## config.mk

```make
export PLATFORM = sky130hd
export DESIGN_NAME = pc_loop_detector_flat
export DESIGN_NICKNAME = d
export VERILOG_FILES = /design/src/rtl/pc_loop_if.sv /design/src/rtl/pc_loop_detector.sv /design/src/flat_wrapper.sv
export SDC_FILE = /design/constraint.sdc
export NUM_CORES = 1
export LEC_CHECK = 0
export BUFFER_PORTS_ARGS = -buffer_cell sky130_fd_sc_hd__buf_4
export CAP_MARGIN = 30
export CORE_MARGIN = 4
export CORE_UTILIZATION = 45
export CTS_CLUSTER_DIAMETER = 40
export DETAILED_ROUTE_END_ITERATION = 8
export PLACE_DENSITY = 0.73
export SYNTH_ARGS = -nofsm -noshare
export SYNTH_HDL_FRONTEND = slang
export SYNTH_SLANG_ARGS = --single-unit
```

## constraint.sdc

```tcl
create_clock -name clk -period 6.3 [get_ports clk]
set_clock_uncertainty 0.2 [all_clocks]
set_input_delay 0.63 -clock clk [delete_from_list [all_inputs] [get_ports clk]]
set_output_delay 0.63 -clock clk [all_outputs]
set_load 0.05 [all_outputs]
```

## src/rtl/pc_loop_if.sv

```systemverilog
// Bus between a fetch-side observer and pc_loop_detector: pc samples and clear in, loop and stall flags out.
interface pc_loop_if #(
  parameter int unsigned PC_WIDTH   = 32,
  parameter int unsigned MAX_PERIOD = 4
);
  localparam int unsigned PW = $clog2(MAX_PERIOD + 1);

  logic                sample_valid;
  logic [PC_WIDTH-1:0] pc;
  logic                clear;
  logic                hang;
  logic [PW-1:0]       hang_period;
  logic [PC_WIDTH-1:0] hang_pc;
  logic                stall;

  modport master (
    output sample_valid, pc, clear,
    input  hang, hang_period, hang_pc, stall
  );

  modport slave (
    input  sample_valid, pc, clear,
    output hang, hang_period, hang_pc, stall
  );
endinterface

```

## src/rtl/pc_loop_detector.sv

```systemverilog
// Detects a core stuck in a short pc loop (period 1..MAX_PERIOD repeated REPEATS times).
// Optional idle watchdog on the stall output is compiled in with `define PC_LOOP_WATCHDOG_EN.
module pc_loop_detector #(
  parameter int unsigned PC_WIDTH        = 32,
  parameter int unsigned MAX_PERIOD      = 4,
  parameter int unsigned REPEATS         = 10,
  parameter int unsigned WATCHDOG_CYCLES = 1024
) (
  input  logic      clk,
  input  logic      rst,
  pc_loop_if.slave  bus
);

  localparam int unsigned PW      = $clog2(MAX_PERIOD + 1);
  localparam int unsigned CNT_MAX = (REPEATS - 1) * MAX_PERIOD;
  localparam int unsigned CW      = $clog2(CNT_MAX + 1);

  logic [PC_WIDTH-1:0]   hist [MAX_PERIOD];
  logic [MAX_PERIOD-1:0] hist_vld;
  logic [CW-1:0]         run_cnt   [MAX_PERIOD];
  logic [CW-1:0]         run_nxt_c [MAX_PERIOD];
  logic                  hang_q;
  logic [PW-1:0]         period_q;
  logic [PC_WIDTH-1:0]   hang_pc_q;
  logic                  stall_q;
  logic                  accept_c;
  logic                  trig_c;
  logic [PW-1:0]         trig_period_c;

  assign accept_c = bus.sample_valid & ~bus.clear & ~hang_q;

  // Per-period run counters; scanning high to low lets the smallest triggering period win.
  always_comb begin
    trig_c        = 1'b0;
    trig_period_c = '0;
    for (int p = int'(MAX_PERIOD) - 1; p >= 0; p--) begin
      run_nxt_c[p] = '0;
      if (hist_vld[p] && (bus.pc == hist[p])) begin
        run_nxt_c[p] = (run_cnt[p] == CW'(CNT_MAX)) ? run_cnt[p] : run_cnt[p] + CW'(1);
        if (run_nxt_c[p] == CW'((REPEATS - 1) * unsigned'(p + 1))) begin
          trig_c        = 1'b1;
          trig_period_c = PW'(p + 1);
        end
      end
    end
  end

  // History data needs no reset: entries are qualified by hist_vld.
  always_ff @(posedge clk) begin
    if (accept_c) begin
      hist[0] <= bus.pc;
      for (int i = 1; i < int'(MAX_PERIOD); i++) begin
        hist[i] <= hist[i-1];
      end
    end
  end

  always_ff @(posedge clk) begin
    if (rst || bus.clear) begin
      hist_vld  <= '0;
      hang_q    <= 1'b0;
      period_q  <= '0;
      hang_pc_q <= '0;
      for (int p = 0; p < int'(MAX_PERIOD); p++) begin
        run_cnt[p] <= '0;
      end
    end else if (accept_c) begin
      hist_vld[0] <= 1'b1;
      for (int i = 1; i < int'(MAX_PERIOD); i++) begin
        hist_vld[i] <= hist_vld[i-1];
      end
      for (int p = 0; p < int'(MAX_PERIOD); p++) begin
        run_cnt[p] <= run_nxt_c[p];
      end
      if (trig_c) begin
        hang_q    <= 1'b1;
        period_q  <= trig_period_c;
        hang_pc_q <= bus.pc;
      end
    end
  end

`ifdef PC_LOOP_WATCHDOG_EN
  localparam int unsigned WW = $clog2(WATCHDOG_CYCLES + 1);

  logic [WW-1:0] idle_cnt;
  logic [WW-1:0] idle_nxt_c;

  // Idle counter saturates at the limit; runs regardless of hang.
  always_comb begin
    idle_nxt_c = idle_cnt;
    if (bus.sample_valid) begin
      idle_nxt_c = '0;
    end else if (idle_cnt != WW'(WATCHDOG_CYCLES)) begin
      idle_nxt_c = idle_cnt + WW'(1);
    end
  end

  always_ff @(posedge clk) begin
    if (rst || bus.clear) begin
      idle_cnt <= '0;
      stall_q  <= 1'b0;
    end else begin
      idle_cnt <= idle_nxt_c;
      if (idle_nxt_c == WW'(WATCHDOG_CYCLES)) begin
        stall_q <= 1'b1;
      end
    end
  end
`else
  assign stall_q = 1'b0;
`endif

  assign bus.hang        = hang_q;
  assign bus.hang_period = period_q;
  assign bus.hang_pc     = hang_pc_q;
  assign bus.stall       = stall_q;

endmodule

```

## src/flat_wrapper.sv

```systemverilog
// flat-port wrapper written by rule: the top's interface ports become plain ports
module pc_loop_detector_flat 
#(
  parameter int unsigned PC_WIDTH        = 32,
  parameter int unsigned MAX_PERIOD      = 4,
  parameter int unsigned REPEATS         = 10,
  parameter int unsigned WATCHDOG_CYCLES = 1024
)
  (clk, rst, bus_sample_valid, bus_pc, bus_clear, bus_hang, bus_hang_period, bus_hang_pc, bus_stall);
  pc_loop_if #(.PC_WIDTH(PC_WIDTH), .MAX_PERIOD(MAX_PERIOD)) bus_i ();
  input  logic clk;
  input  logic rst;
  input wire logic [$bits(bus_i.sample_valid)-1:0] bus_sample_valid;
  input wire logic [$bits(bus_i.pc)-1:0] bus_pc;
  input wire logic [$bits(bus_i.clear)-1:0] bus_clear;
  output wire logic [$bits(bus_i.hang)-1:0] bus_hang;
  output wire logic [$bits(bus_i.hang_period)-1:0] bus_hang_period;
  output wire logic [$bits(bus_i.hang_pc)-1:0] bus_hang_pc;
  output wire logic [$bits(bus_i.stall)-1:0] bus_stall;
  assign bus_i.sample_valid = bus_sample_valid;
  assign bus_i.pc = bus_pc;
  assign bus_i.clear = bus_clear;
  assign bus_hang = bus_i.hang;
  assign bus_hang_period = bus_i.hang_period;
  assign bus_hang_pc = bus_i.hang_pc;
  assign bus_stall = bus_i.stall;
  pc_loop_detector #(.PC_WIDTH(PC_WIDTH), .MAX_PERIOD(MAX_PERIOD), .REPEATS(REPEATS), .WATCHDOG_CYCLES(WATCHDOG_CYCLES)) u_core (.clk(clk), .rst(rst), .bus(bus_i));
endmodule
```

* After elaboration in Yosys (flattened, before gate mapping)
Memory sizes are Yosys's and may differ from the RTL's. Cells that the tools add are included.
Storage, ports and cells: register bits after elaboration 40, RAM bits 152, input port bits 36, output and inout port bits 37, logic and storage cells 70, memories kept 2
Operators by class: add/sub/neg operators 4, eq/ne operators 12, muxes and demuxes 34, bitwise operators 8, reduce and logical (&&, ||, !) cells 6
Memories:
- u_core.hist | depth 4, bits a word 32, read ports 4, clocked after Yosys merged registers in 0, write ports 4, line pc_loop_detector.sv:18 | logic [PC_WIDTH-1:0] hist [MAX_PERIOD];
- u_core.run_cnt | depth 4, bits a word 6, read ports 4, clocked after Yosys merged registers in 0, write ports 4, line pc_loop_detector.sv:20 | logic [CW-1:0] run_cnt [MAX_PERIOD];
Operator list (number):
- == test 32 bit | 4
- 2-to-1 mux 6 bit | 12
- == test 6 bit, second input constant | 5
- adder 6 x 1 -> 6 bit, second input constant | 4
- 2-to-1 mux 3 bit | 8
- 2-to-1 mux 1 bit | 14
- == test 6 x 5 -> 1 bit, second input constant | 2
- == test 6 x 4 -> 1 bit, second input constant | 1
- logical AND 1 bit | 4
- bitwise OR 1 bit | 4
- AND 1 bit | 2
- NOT 1 bit | 2
- AND reduction 2 bit | 1
- logical OR 1 bit | 1

* Longest topological paths before layout
Gate-level depths: netlist (run 1). An unclocked memory read counts as a cell.
depth after elaboration 13, depth in mapped cells 11, gate-level depth less buffers 9

* Worst setup path before layout (run 1)
Ideal clock, no wire load.
path kind input-to-reg, start input port bus_clear, end memory u_core.run_cnt[0][0] in the netlist's numbering (enable), library setup time 0.379 ns, arrival 4.387 ns, required time 5.721 ns, setup slack 1.334 ns, stages on the path 5, buffers on the path 0, cells stage by stage nor2_1 > nand2_1 > inv_1 > nor2_1 > inv_1
RTL lines:
- start, declared | line flat_wrapper.sv:15 | input wire logic [$bits(bus_i.clear)-1:0] bus_clear;
- end, declared | line pc_loop_detector.sv:20

==> results of run 1 <==
[through the flow]
step	cell area (µm²)	std cells	setup WS [ps]
2_1_floorplan	9090	763	1330
3_3_place_gp	9770	1061	2910
3_5_place_dp	9790	1062	2780
4_1_cts	10400	1094	2870
5_1_grt	10400	1094	2630
6_report	10400	1094	2870
[where the power goes]
part	total, µW	leakage, µW	internal (µW)	switching (µW)
registers	1440	0.00180	1410	31.2
logic	214	0.00147	78.7	135
clock network	1090	0.000301	582	508
total	2750	0.00357	2070	675
[registers in the layout, summed over array words and instances (netlist names)]
| signal | flops |
|---|---|
| u_core.hist | 128 |
| u_core.bus.hang_pc | 32 |
| u_core.run_cnt | 24 |
| u_core.hist_vld | 4 |
| u_core.bus.hang_period | 3 |
| u_core.bus.hang | 1 |
[worst max-delay path by stage]
stage | endpoint | slack [ps] | start | depth (start not counted)
after floorplan | u_core.run_cnt[0][0]$_SDFFCE_PN0P_ | 1330 | bus_clear | 5
after global placement | u_core.bus.hang_pc[7]$_SDFFE_PP0P_ | 2910 | bus_pc[0] | 9
after detailed placement | u_core.bus.hang_pc[11]$_SDFFE_PP0P_ | 2780 | bus_pc[25] | 9
after CTS | u_core.bus.hang_pc[11]$_SDFFE_PP0P_ | 2870 | u_core.run_cnt[3][0]$_SDFFCE_PN0P_ | 9
after global routing | u_core.bus.hang_pc[8]$_SDFFE_PP0P_ | 2630 | u_core.run_cnt[3][0]$_SDFFCE_PN0P_ | 9
final | u_core.bus.hang_pc[7]$_SDFFE_PP0P_ | 2870 | u_core.run_cnt[3][0]$_SDFFCE_PN0P_ | 9
[synth_stat cells, types with 10 or more instances]
cell type,instances,share of area
ha_1,10,0.014
mux2i_1,32,0.035
nand4_1,39,0.027
dfxtp_1,40,0.088
xor2_1,54,0.052
nand3_1,24,0.013
xnor2_1,62,0.060
clkbuf_1,25,0.010
nor3_1,12,0.0066
nor4_1,20,0.014
edfxtp_1,152,0.50
nand2b_1,43,0.030
buf_2,10,0.0055
nand2_1,97,0.040
nor2_1,38,0.016
inv_1,22,0.0091
[layer usage]
layer	vias to the layer above	global-route usage	wire (µm)
met5	-	0	0
met4	0	0.0659	454
met3	28	0.0322	1260
met2	235	0.317	10100
met1	2854	0.253	8830
li1	2818	-	-
[logic make-up (layout without fill, tap and decap cells)]
group	after synthesis	count (layout)	synth area share
multiplexers	32	32	0.0352
other	1	1	0.000412
buffers and inverters	65	131	0.0356
AO/OA/AOI/OAI	32	32	0.0283
adder cells (fa/ha/maj)	10	10	0.0138
flip-flops	192	192	0.590
AND/OR/NAND/NOR	314	314	0.182
XOR/XNOR	117	117	0.115
[cell type report]
| type | instances | share of cell area |
|---|---|---|
| multi-input cells | 506 | 0.329 |
| clock inverters | 11 | 0.0108 |
| inverters | 24 | 0.00891 |
| clock buffers | 21 | 0.0474 |
| repair buffers | 75 | 0.0554 |
| well taps | 265 | 0.0319 |
| flip-flops and latches | 192 | 0.516 |
[worst max-delay path, delay by kind of cell (launching register included)]
family          cells  cell delay [ps]
flops               1              500
buf+inv             2              630
mux                 1              260
fa+ha+maj           1              190
compound gates      2              720
simple gates        3              810
==> results.txt, run 1 <==
The detail route stage leaves a number of antenna-violating nets equal to 0. The average footprint of a synthesized cell is 11.9 µm². The setup slack of the most critical reg-to-reg path is 2870 ps. The area of the die is 22500 µm². The area used by multi-input combinational logic came out at 3420 µm². The number of library cell types mapped by synthesis came out at 57. Along the worst path, the maximum fanout reaches 35. The final critical-path required period came out at 3430 ps. The iteration count of the initial detailed-routing pass is 5. The floorplan has 51 rows.

Detailed placement ended at an HPWL of 15.6 mm. The number of filler cells placed in the layout came out at 1694. The clock buffer count from CTS came out at 17. STA classifies the critical path endpoint as a flip-flop. The total of warnings raised by yosys came out at 0. The required time at the endpoint of the critical path is 6470 ps.

The number of cells produced by synthesis came out at 763. The sum of negative setup slack is 0 ps. Along the worst hold path, the cell count comes to 1.

The count of port buffers added during placement is 71. The element type at the critical path start is a flip-flop. The total setup buffers inserted after CTS came out at 0. The worst register-to-register path ends at u_core.bus.hang_pc[7]$_SDFFE_PP0P_.

The total wire length came out at 20.6 mm. The leftover overflow at the end of global routing is 0. The hold-fix buffer count after cts is 0. In the routed layout, each cell is associated on average with a via count of 5.43. The fraction of final layout cells with drive strength greater than 1 came out at 0.147. For this run, the total global-route usage over all layers was measured as 0.190.

The library cells used most frequently in the layout, excluding fill and tap cells, are edfxtp_1 (152), nand2_1 (97), buf_4 (74), xnor2_1 (62), xor2_1 (54). The number of antenna violations at the first check in global routing is 0. The cell sitting at the root of the clock tree is a clkbuf_16. The min-delay analysis places its worst path in the category primary input to flip-flop. The sum of internal, switching and leakage power is 2750 µW. Counting along the longest clock path gives a buffer depth of 2. The normalized max-slew margin is 0.390. The height of the die is 150 µm. The critical path goes through inv_1 -> ha_1 -> nand4b_2 -> or3_1 -> a2111oi_0 -> nand2_1 -> a41oi_4 -> buf_4 -> mux2i_1.

The part of the cycle the worst path needs came out at 0.544. The congestion estimate from routability-driven global placement came to 0.995. The share of the Yosys chip area taken by registers is 0.590. The number of global-route vias before repair was 5661. Setup repair after global routing left no endpoint under its margin.

The largest individual stage delay along the critical path comes from the cell buf_4. The largest stage delay on the critical path came out at 510 ps. The critical setup path kind is flip-flop to flip-flop. The count of pins over their slew limit is 0. The commonest register cell after synthesis is edfxtp_1. The reported leakage power is 0.00357 µW.

The die outline width came out at 150 µm. Setup violations remaining at the end of the flow were counted as 0. In this run the critical register-to-register path is launched from u_core.run_cnt[3][0]$_SDFFCE_PN0P_. For this design the ratio of total power to cell area is 264 nW/µm². The slew of the pin with the lowest slew margin is 914 ps. The number of enable flip-flop cells after synthesis came out at 152. The DRC violations left came out at 0. The initial utilization of the core area, before any placement, comes to 0.463. Counting every net in the synthesized netlist gives 809. The growth of design area from synthesis to finish is 14.3%. The startpoint of the most critical hold path is bus_pc[28]. STA puts the critical path data arrival time at 3590 ps.

On the final layout, the worst hold slack is 237 ps. The most common library cell in the layout ignoring fill and taps is edfxtp_1. The flow ran to the end, and the final reports show no timing, DRC or antenna violations. The path with the worst hold slack has its endpoint at u_core.hist[0][28]$_DFFE_PP_. The maximum level of the CTS H-tree is 4. The area of the core is 19700 µm². The fraction of synthesis flops using an asynchronous set or reset pin is 0. Synthesis inferred 192 register bits.

The top achievable clock speed is 0.292 GHz. TritonCTS built the clock tree. After detailed routing, the average wire length per cell comes to 18.9 µm. The max-cap check violation count is 0. The cell area after synthesis is 9090 µm². The final layout contains 862 nets. The number of DRC violations after detailed-routing iteration 0 is 464. The CTS clock-pin slew for the worst setup and hold paths came out at 70 ps. Entering global routing, the biggest net connects 50 pins. The total of cells resized after clock tree synthesis came out at 0. The post-layout utilization of the core came out at 0.529. Counting cells, the worst reg-to-reg path comes to 9. The final-report hold violation count is 0. The wire length of the first global-routing pass came out at 32.3 mm. The number of diodes is 0.

The clock insertion delay at the later pin of the skew report is 450 ps. The maximum resistive drop on vdd is 0.000190 V. The sequential cell area is 5370 µm². The count of vias placed by the detailed router came out at 5935. For this design the top-level I/O count stands at 73. CTS saw 192 sinks.
Power figures use the tool's default switching activity.
==> run 2: changes to the inputs <==
- PLACE_DENSITY: 0.73 -> 0.75
- clock period: 6.3 -> 2.8 ns (I/O delays scaled with it)
==> results.txt, run 2 (synthesis gave the netlist of run 1 again) <==
The register containing the most flip-flops in the final layout is u_core.hist (unchanged). The number of non-filler instances in the completed layout came to 1172 (was 1094). The final-report hold violation count came to 0 (unchanged). The number of global-route vias before repair is 6480 (was 5661).

The total non-filler cell area in the finished layout came out at 11300 µm² (was 10400 µm²). The setup slack after layout came to -93.4 ps (was 2870 ps). The setup violation total in the final timing report came to 31 (was 0). The iteration count of the initial detailed-routing pass is 5 (unchanged).

The flip-flop count of the largest register, all copies and words added is 128 (unchanged). The maximum level of the CTS H-tree is 4 (unchanged). The count of placed standard cells including taps came out at 1104 (was 1062). The power per cell area is 562 nW/µm² (was 264 nW/µm²). The DRC violations left is 0 (unchanged).

Commonest cells after routing, fill and taps aside: edfxtp_1 (152), buf_4 (116), nand2_1 (96), xnor2_1 (59), xor2_1 (54) (was edfxtp_1 (152), nand2_1 (97), buf_4 (74), xnor2_1 (62), xor2_1 (54)). The cell at the root of the clock tree is clkbuf_16 (unchanged). The CTS clock-pin slew for the worst setup and hold paths is 80 ps (was 70 ps). The final reports fail on setup timing.

The routed length per placed instance came out at 19.3 µm (was 18.9 µm). The area of the core came to 19700 µm² (unchanged). The reported leakage power came out at 0.00399 µW (was 0.00357 µW). The placer's final routability congestion estimate is 0.952 (was 0.995). The final layout net count is 940 (was 862).

The number of DRC violations after detailed-routing iteration 0 is 580 (was 464). The count of port buffers added during placement came out at 71 (unchanged). Setup repair after global routing missed its margin: yes (was no).

The antenna violation net count after detailed routing is 0 (unchanged). The sum of negative setup slack is -1100 ps (was 0 ps). The leftover overflow at the end of global routing came to 0 (unchanged). The max-cap check violation count is 0 (unchanged). The critical setup path kind is primary input to flip-flop (was flip-flop to flip-flop). The number of diodes was 0 (unchanged).

The area after detailed placement is 10100 µm² (was 9790 µm²). The maximum resistive drop on vdd came out at 0.000668 V (was 0.000190 V). The fraction of final layout cells with drive strength greater than 1 is 0.211 (was 0.147).

The path class of the lowest-slack min-delay path was primary input to flip-flop (unchanged). The number of antenna violations at the first check in global routing came out at 0 (unchanged). The clock sink count came out at 192 (unchanged). The endpoint kind of the worst setup timing path is a flip-flop (unchanged). The critical path data arrival time came out at 3050 ps (was 3590 ps). The TritonCTS clock tree was built (unchanged). The total wire length is 22.6 mm (was 20.6 mm).

The starting utilization of the core area came out at 0.463 (unchanged). The element type at the critical path start is a primary input (was flip-flop). The HPWL after detailed placement came out at 15.7 mm (was 15.6 mm). The most common library cell in the layout ignoring fill and taps is edfxtp_1 (unchanged).

The buffer levels on the longest clock path is 2 (unchanged). The overall global routing resource usage is 0.204 (was 0.190). The routed design could run at a clock period as short as 2890 ps. The clock insertion delay at the later pin of the skew report is 440 ps (was 450 ps).

The worst setup timing slack at the placement stage was -178 ps (was 2780 ps). The top fanout value on the critical path came to 6 (was 35). The area of the die came out at 22500 µm² (unchanged). The count of pins over their slew limit is 0 (unchanged). The count of vias placed by the detailed router is 6410 (was 5935).

The required time at the endpoint of the critical path is 2960 ps (was 6470 ps). The growth of design area from synthesis to finish came out at 24.0% (was 14.3%). The normalized max-slew margin is 0.525 (was 0.390).

The number of ports placed on the die boundary came out at 73 (unchanged). The number of vias per cell is 5.47 (was 5.43). The die outline width is 150 µm (unchanged). Status: finished with violations (was finished clean). The standard-cell row count is 51 (unchanged). The clock buffer count from CTS is 17 (unchanged). The maximum number of pins on one net before global-route repair came out at 133 (was 50).

The wire length of the first global-routing pass was 34.8 mm (was 32.3 mm). The slew of the pin with the lowest slew margin is 710 ps (was 914 ps). The height of the die was 150 µm (unchanged). The top achievable clock speed came out at 0.346 GHz. The part of the cycle the worst path needs is 1.03.
==> run 2: repair_timing <==
item,in CTS,in global routing
pin swaps,6,6
endpoints found under the setup margin,34,35
gates resized for setup,8,12
hold endpoints to repair,50,0
setup buffers,4,2
cloned,2,1
hold buffers,28,0
==> run 2: worst paths after layout <==
path | start | end | slack, ps | cells after the start
max reg2reg | u_core.hist[1][9]$_DFFE_PP_ | u_core.bus.hang_pc[6]$_SDFFE_PP0P_ | -80 | 9
min reg2reg | u_core.bus.hang_pc[8]$_SDFFE_PP0P_ | u_core.bus.hang_pc[8]$_SDFFE_PP0P_ | 260 | 2
max | bus_pc[12] | u_core.bus.hang_pc[6]$_SDFFE_PP0P_ | -90 | 13
min | bus_pc[3] | u_core.hist[0][3]$_DFFE_PP_ | 9 | 2
==> run 2: metrics by stage <==
step / hold slack (ps) / total power (µW) / utilization
4_1_cts: 2.87 / 6330 / 0.569
3_5_place_dp: 247 / 3820 / 0.516
3_3_place_gp: 239 / 3800 / 0.516
6_report: 8.84 / 6340 / 0.574
2_1_floorplan: 179 / 3610 / -
5_1_grt: 5.86 / 6540 / 0.574
==> run 2: metal layers <==
| metal | track usage | routed length [µm] | up-vias |
|---|---|---|---|
| met3 | 0.0322 | 1280 | 66 |
| met2 | 0.331 | 10900 | 267 |
| li1 | - | - | 2993 |
| met5 | 0 | 0 | - |
| met4 | 0.119 | 1220 | 0 |
| met1 | 0.259 | 9210 | 3084 |
==> run 2: cell type report <==
| type | instances | area [µm²] |
|---|---|---|
| multi-input combinational | 506 | 3510 |
| tap | 265 | 332 |
| fill | 1585 | 8380 |
| clock buffer | 18 | 450 |
| clock inverter | 14 | 184 |
| inverter | 24 | 97.6 |
| timing repair buffer | 153 | 1340 |
| sequential | 192 | 5370 |
==> run 2: critical path, cell delays in order <==
cell	delay, ps
dlygate4sd3_1	540
buf_4	190
xor2_1	180
nor4_1	270
nand3_1	140
nor3_1	210
buf_4	160
nand4_1	100
buf_4	170
a41oi_4	270
buf_12	180
buf_16	130
mux2i_2	220
==> run 2: power by group <==
group / switching (µW) / total (µW) / internal (µW) / leakage, µW
clock network: 1180 / 2530 / 1340 / 0.000309
logic: 335 / 568 / 233 / 0.00188
registers: 66.8 / 3240 / 3170 / 0.00180
==> run 3: changes to the inputs <==
- CORE_MARGIN: 4 -> 1.5
==> results.txt, run 3 (synthesis gave the netlist of run 1 again) <==
The standard-cell row count came to 51 (unchanged). The most common library cell in the layout ignoring fill and taps was edfxtp_1 (unchanged). The path class of the lowest-slack min-delay path is primary input to flip-flop (unchanged). The wire length of the first global-routing pass is 33.4 mm (was 34.8 mm).

The area of the die is 21100 µm² (was 22500 µm²). The critical path data arrival time came out at 3160 ps (was 3050 ps). The count of vias placed by the detailed router came to 6429 (was 6410). The maximum resistive drop on vdd came out at 0.000447 V (was 0.000668 V). The endpoint kind of the worst setup timing path is a flip-flop (unchanged). The count of port buffers added during placement is 71 (unchanged). The number of cells traversed by the worst hold path came out at 2 (unchanged). The leftover overflow at the end of global routing is 0 (unchanged). The endpoint of the worst register-to-register path was u_core.bus.hang_pc[17]$_SDFFE_PP0P_ (was u_core.bus.hang_pc[6]$_SDFFE_PP0P_).

Status: finished with violations (unchanged). The routed length per placed instance is 19.1 µm (was 19.3 µm). The setup slack after layout is -202 ps (was -93.4 ps). The total wire length is 22.6 mm (about the same). The fraction of final layout cells with drive strength greater than 1 is 0.227 (was 0.211). The number of diodes is 0 (unchanged).

Setup repair after global routing missed its margin: yes (unchanged). The endpoint with the worst hold slack is u_core.hist[0][31]$_DFFE_PP_ (was u_core.hist[0][3]$_DFFE_PP_). The HPWL after detailed placement is 15.2 mm (was 15.7 mm). The TritonCTS clock tree was built (unchanged). Violated checks: setup timing (unchanged). The library cell appearing most often on the critical path is or4_4 (was buf_4).

The antenna violation net count after detailed routing came out at 0 (unchanged). The clock sink count was 192 (unchanged). The total non-filler cell area in the finished layout is 11400 µm² (was 11300 µm²).

The required time at the endpoint of the critical path is 2960 ps (about the same). The cell at the slowest stage of the critical path was or4_4 (was dlygate4sd3_1). The starting utilization of the core area is 0.463 (unchanged). The maximum level of the CTS H-tree came out at 4 (unchanged). The sum of negative setup slack came out at -3680 ps (was -1100 ps). The area used by multi-input combinational logic came to 3550 µm² (was 3510 µm²). The top achievable clock speed came out at 0.333 GHz (was 0.346 GHz).

The register containing the most flip-flops in the final layout is u_core.hist (unchanged). The clock insertion delay at the later pin of the skew report is 440 ps (about the same). The flip-flop count of the largest register, all copies and words added came out at 128 (unchanged). The growth of design area from synthesis to finish came out at 25.2% (was 24.0%).

The number of non-filler instances in the completed layout is 1185 (was 1172). The count of pins over their slew limit was 0 (unchanged). The count of cells along the worst register-to-register path is 8 (was 9). The clock buffer count from CTS is 17 (unchanged). The cell at the root of the clock tree is clkbuf_16 (unchanged). The iteration count of the initial detailed-routing pass came out at 5 (unchanged). The placer's final routability congestion estimate is 0.894 (was 0.952). The part of the cycle the worst path needs came out at 1.07 (was 1.03). The number of vias per cell was 5.43 (was 5.47). The area after detailed placement came out at 10100 µm² (about the same). The origin of the critical flop-to-flop path is u_core.hist[1][13]$_DFFE_PP_ (was u_core.hist[1][9]$_DFFE_PP_).

The count of placed standard cells including taps is 1103 (was 1104). The top fanout value on the critical path came out at 8 (was 6). The number of antenna violations at the first check in global routing is 0 (unchanged). The normalized max-slew margin came out at 0.519 (was 0.525).

The die outline width is 145 µm (was 150 µm). The final layout net count came to 953 (was 940). The largest stage delay on the critical path came to 580 ps (was 540 ps). The maximum number of pins on one net before global-route repair is 133 (unchanged).

The number of filler cells placed in the layout came out at 1553 (was 1585). The CTS clock-pin slew for the worst setup and hold paths is 70 ps (was 80 ps). The buffer levels on the longest clock path is 2 (unchanged). The post-layout utilization of the core is 0.579 (was 0.574).

The reported leakage power came out at 0.00407 µW (was 0.00399 µW). The setup violation total in the final timing report is 35 (was 31). The height of the die was 145 µm (was 150 µm).

The worst setup timing slack at the placement stage came out at -142 ps (was -178 ps). The critical setup path kind is primary input to flip-flop (unchanged). The sequential cell area is 5370 µm² (unchanged). The final critical-path required period is 3000 ps (was 2890 ps). The number of ports placed on the die boundary is 73 (unchanged). The startpoint of the most critical hold path is bus_pc[31] (was bus_pc[3]).

The overall global routing resource usage is 0.206 (was 0.204). The power per cell area came out at 541 nW/µm² (was 562 nW/µm²). The DRC violations left was 0 (unchanged). The slew of the pin with the lowest slew margin is 722 ps (was 710 ps). The element type at the critical path start is a primary input (unchanged).

The number of global-route vias before repair came out at 6114 (was 6480). The setup slack of the most critical reg-to-reg path came out at -180 ps (was -80 ps). Critical-path cell list: dlygate4sd3_1 -> buf_6 -> inv_2 -> nand2_1 -> nand4_1 -> or4_4 -> or4_4 -> a41oi_4 -> buf_12 -> clkbuf_16 -> mux2i_1 (was dlygate4sd3_1 -> buf_4 -> xor2_1 -> nor4_1 -> nand3_1 -> nor3_1 -> buf_4 -> nand4_1 -> buf_4 -> a41oi_4 -> buf_12 -> buf_16 -> mux2i_2). The final-report hold violation count is 0 (unchanged). Commonest cells after routing, fill and taps aside: edfxtp_1 (152), buf_4 (125), nand2_1 (95), xnor2_1 (57), xor2_1 (54) (was edfxtp_1 (152), buf_4 (116), nand2_1 (96), xnor2_1 (59), xor2_1 (54)). The area of the core came out at 19700 µm² (unchanged). The number of DRC violations after detailed-routing iteration 0 is 569 (was 580). The max-cap check violation count is 0 (unchanged).
[run 3: cell count changes in the layout (fill, tap and decap cells not counted), moves of 3 or more]
cell	previous run	this run
clkinv_8	5	0
clkinv_4	1	5
dlygate4sd3_1	28	25
buf_6	1	6
buf_4	116	125
[run 3: critical path, delay by kind of cell]
family                 cells  cell delay, ps
AO/OA/AOI/OAI              1             290
buffers and inverters      5            1100
multiplexers               1             220
AND/OR/NAND/NOR            4            1250
[run 3: power by group]
| group | switching (µW) | leakage [µW] | internal, µW |
|---|---|---|---|
| clock | 1090 | 0.000280 | 1240 |
| sequential | 66.5 | 0.00180 | 3180 |
| combinational | 335 | 0.00199 | 249 |
| total | 1490 | 0.00407 | 4660 |
[run 3: how the worst max path moves through the flow]
stage / from / to / slack (ps)
floorplan: u_core.bus.hang$_SDFFE_PP0P_ / u_core.run_cnt[0][0]$_SDFFCE_PN0P_ / -1190
global placement: bus_pc[25] / u_core.bus.hang_pc[18]$_SDFFE_PP0P_ / -100
detailed placement: bus_pc[4] / u_core.bus.hang_pc[5]$_SDFFE_PP0P_ / -140
CTS: u_core.hist[1][12]$_DFFE_PP_ / u_core.bus.hang_pc[5]$_SDFFE_PP0P_ / -3
global route: bus_pc[27] / u_core.bus.hang_pc[17]$_SDFFE_PP0P_ / -240
finish: bus_pc[27] / u_core.bus.hang_pc[17]$_SDFFE_PP0P_ / -200
[run 3: what timing repair did]
| action | CTS | global route |
|---|---|---|
| pin swaps | 0 | 10 |
| buffers inserted | 6 | 13 |
| endpoints found under the hold margin | 49 | 0 |
| endpoints found under the setup margin | 35 | 41 |
| gates cloned | 2 | 3 |
| gates resized for setup | 10 | 25 |
| hold buffers | 27 | 0 |
[run 3: metrics by stage]
step	total power, µW	hold WS [ps]
3_3_place_gp	3800	239
5_1_grt	6330	7.74
4_1_cts	6150	2.65
3_5_place_dp	3810	246
2_1_floorplan	3610	179
6_report	6160	16.7
[run 3: layout make-up]
cell class | instances | area share
Sequential cell | 192 | 0.472
Multi-Input combinational cell | 506 | 0.312
Timing Repair Buffer | 166 | 0.129
Clock buffer | 21 | 0.0414
Tap cell | 265 | 0.0291
Inverter | 24 | 0.00857
Clock inverter | 11 | 0.00835
[run 3: metal layers]
metal	share of wire	wire [µm]	global-route usage	vias to the layer above
met5	0	0	0	-
met4	0.031	709	0.0862	0
met3	0.049	1120	0.0377	50
met1	0.42	9530	0.265	3119
met2	0.50	11200	0.344	254
li1	-	-	-	3006
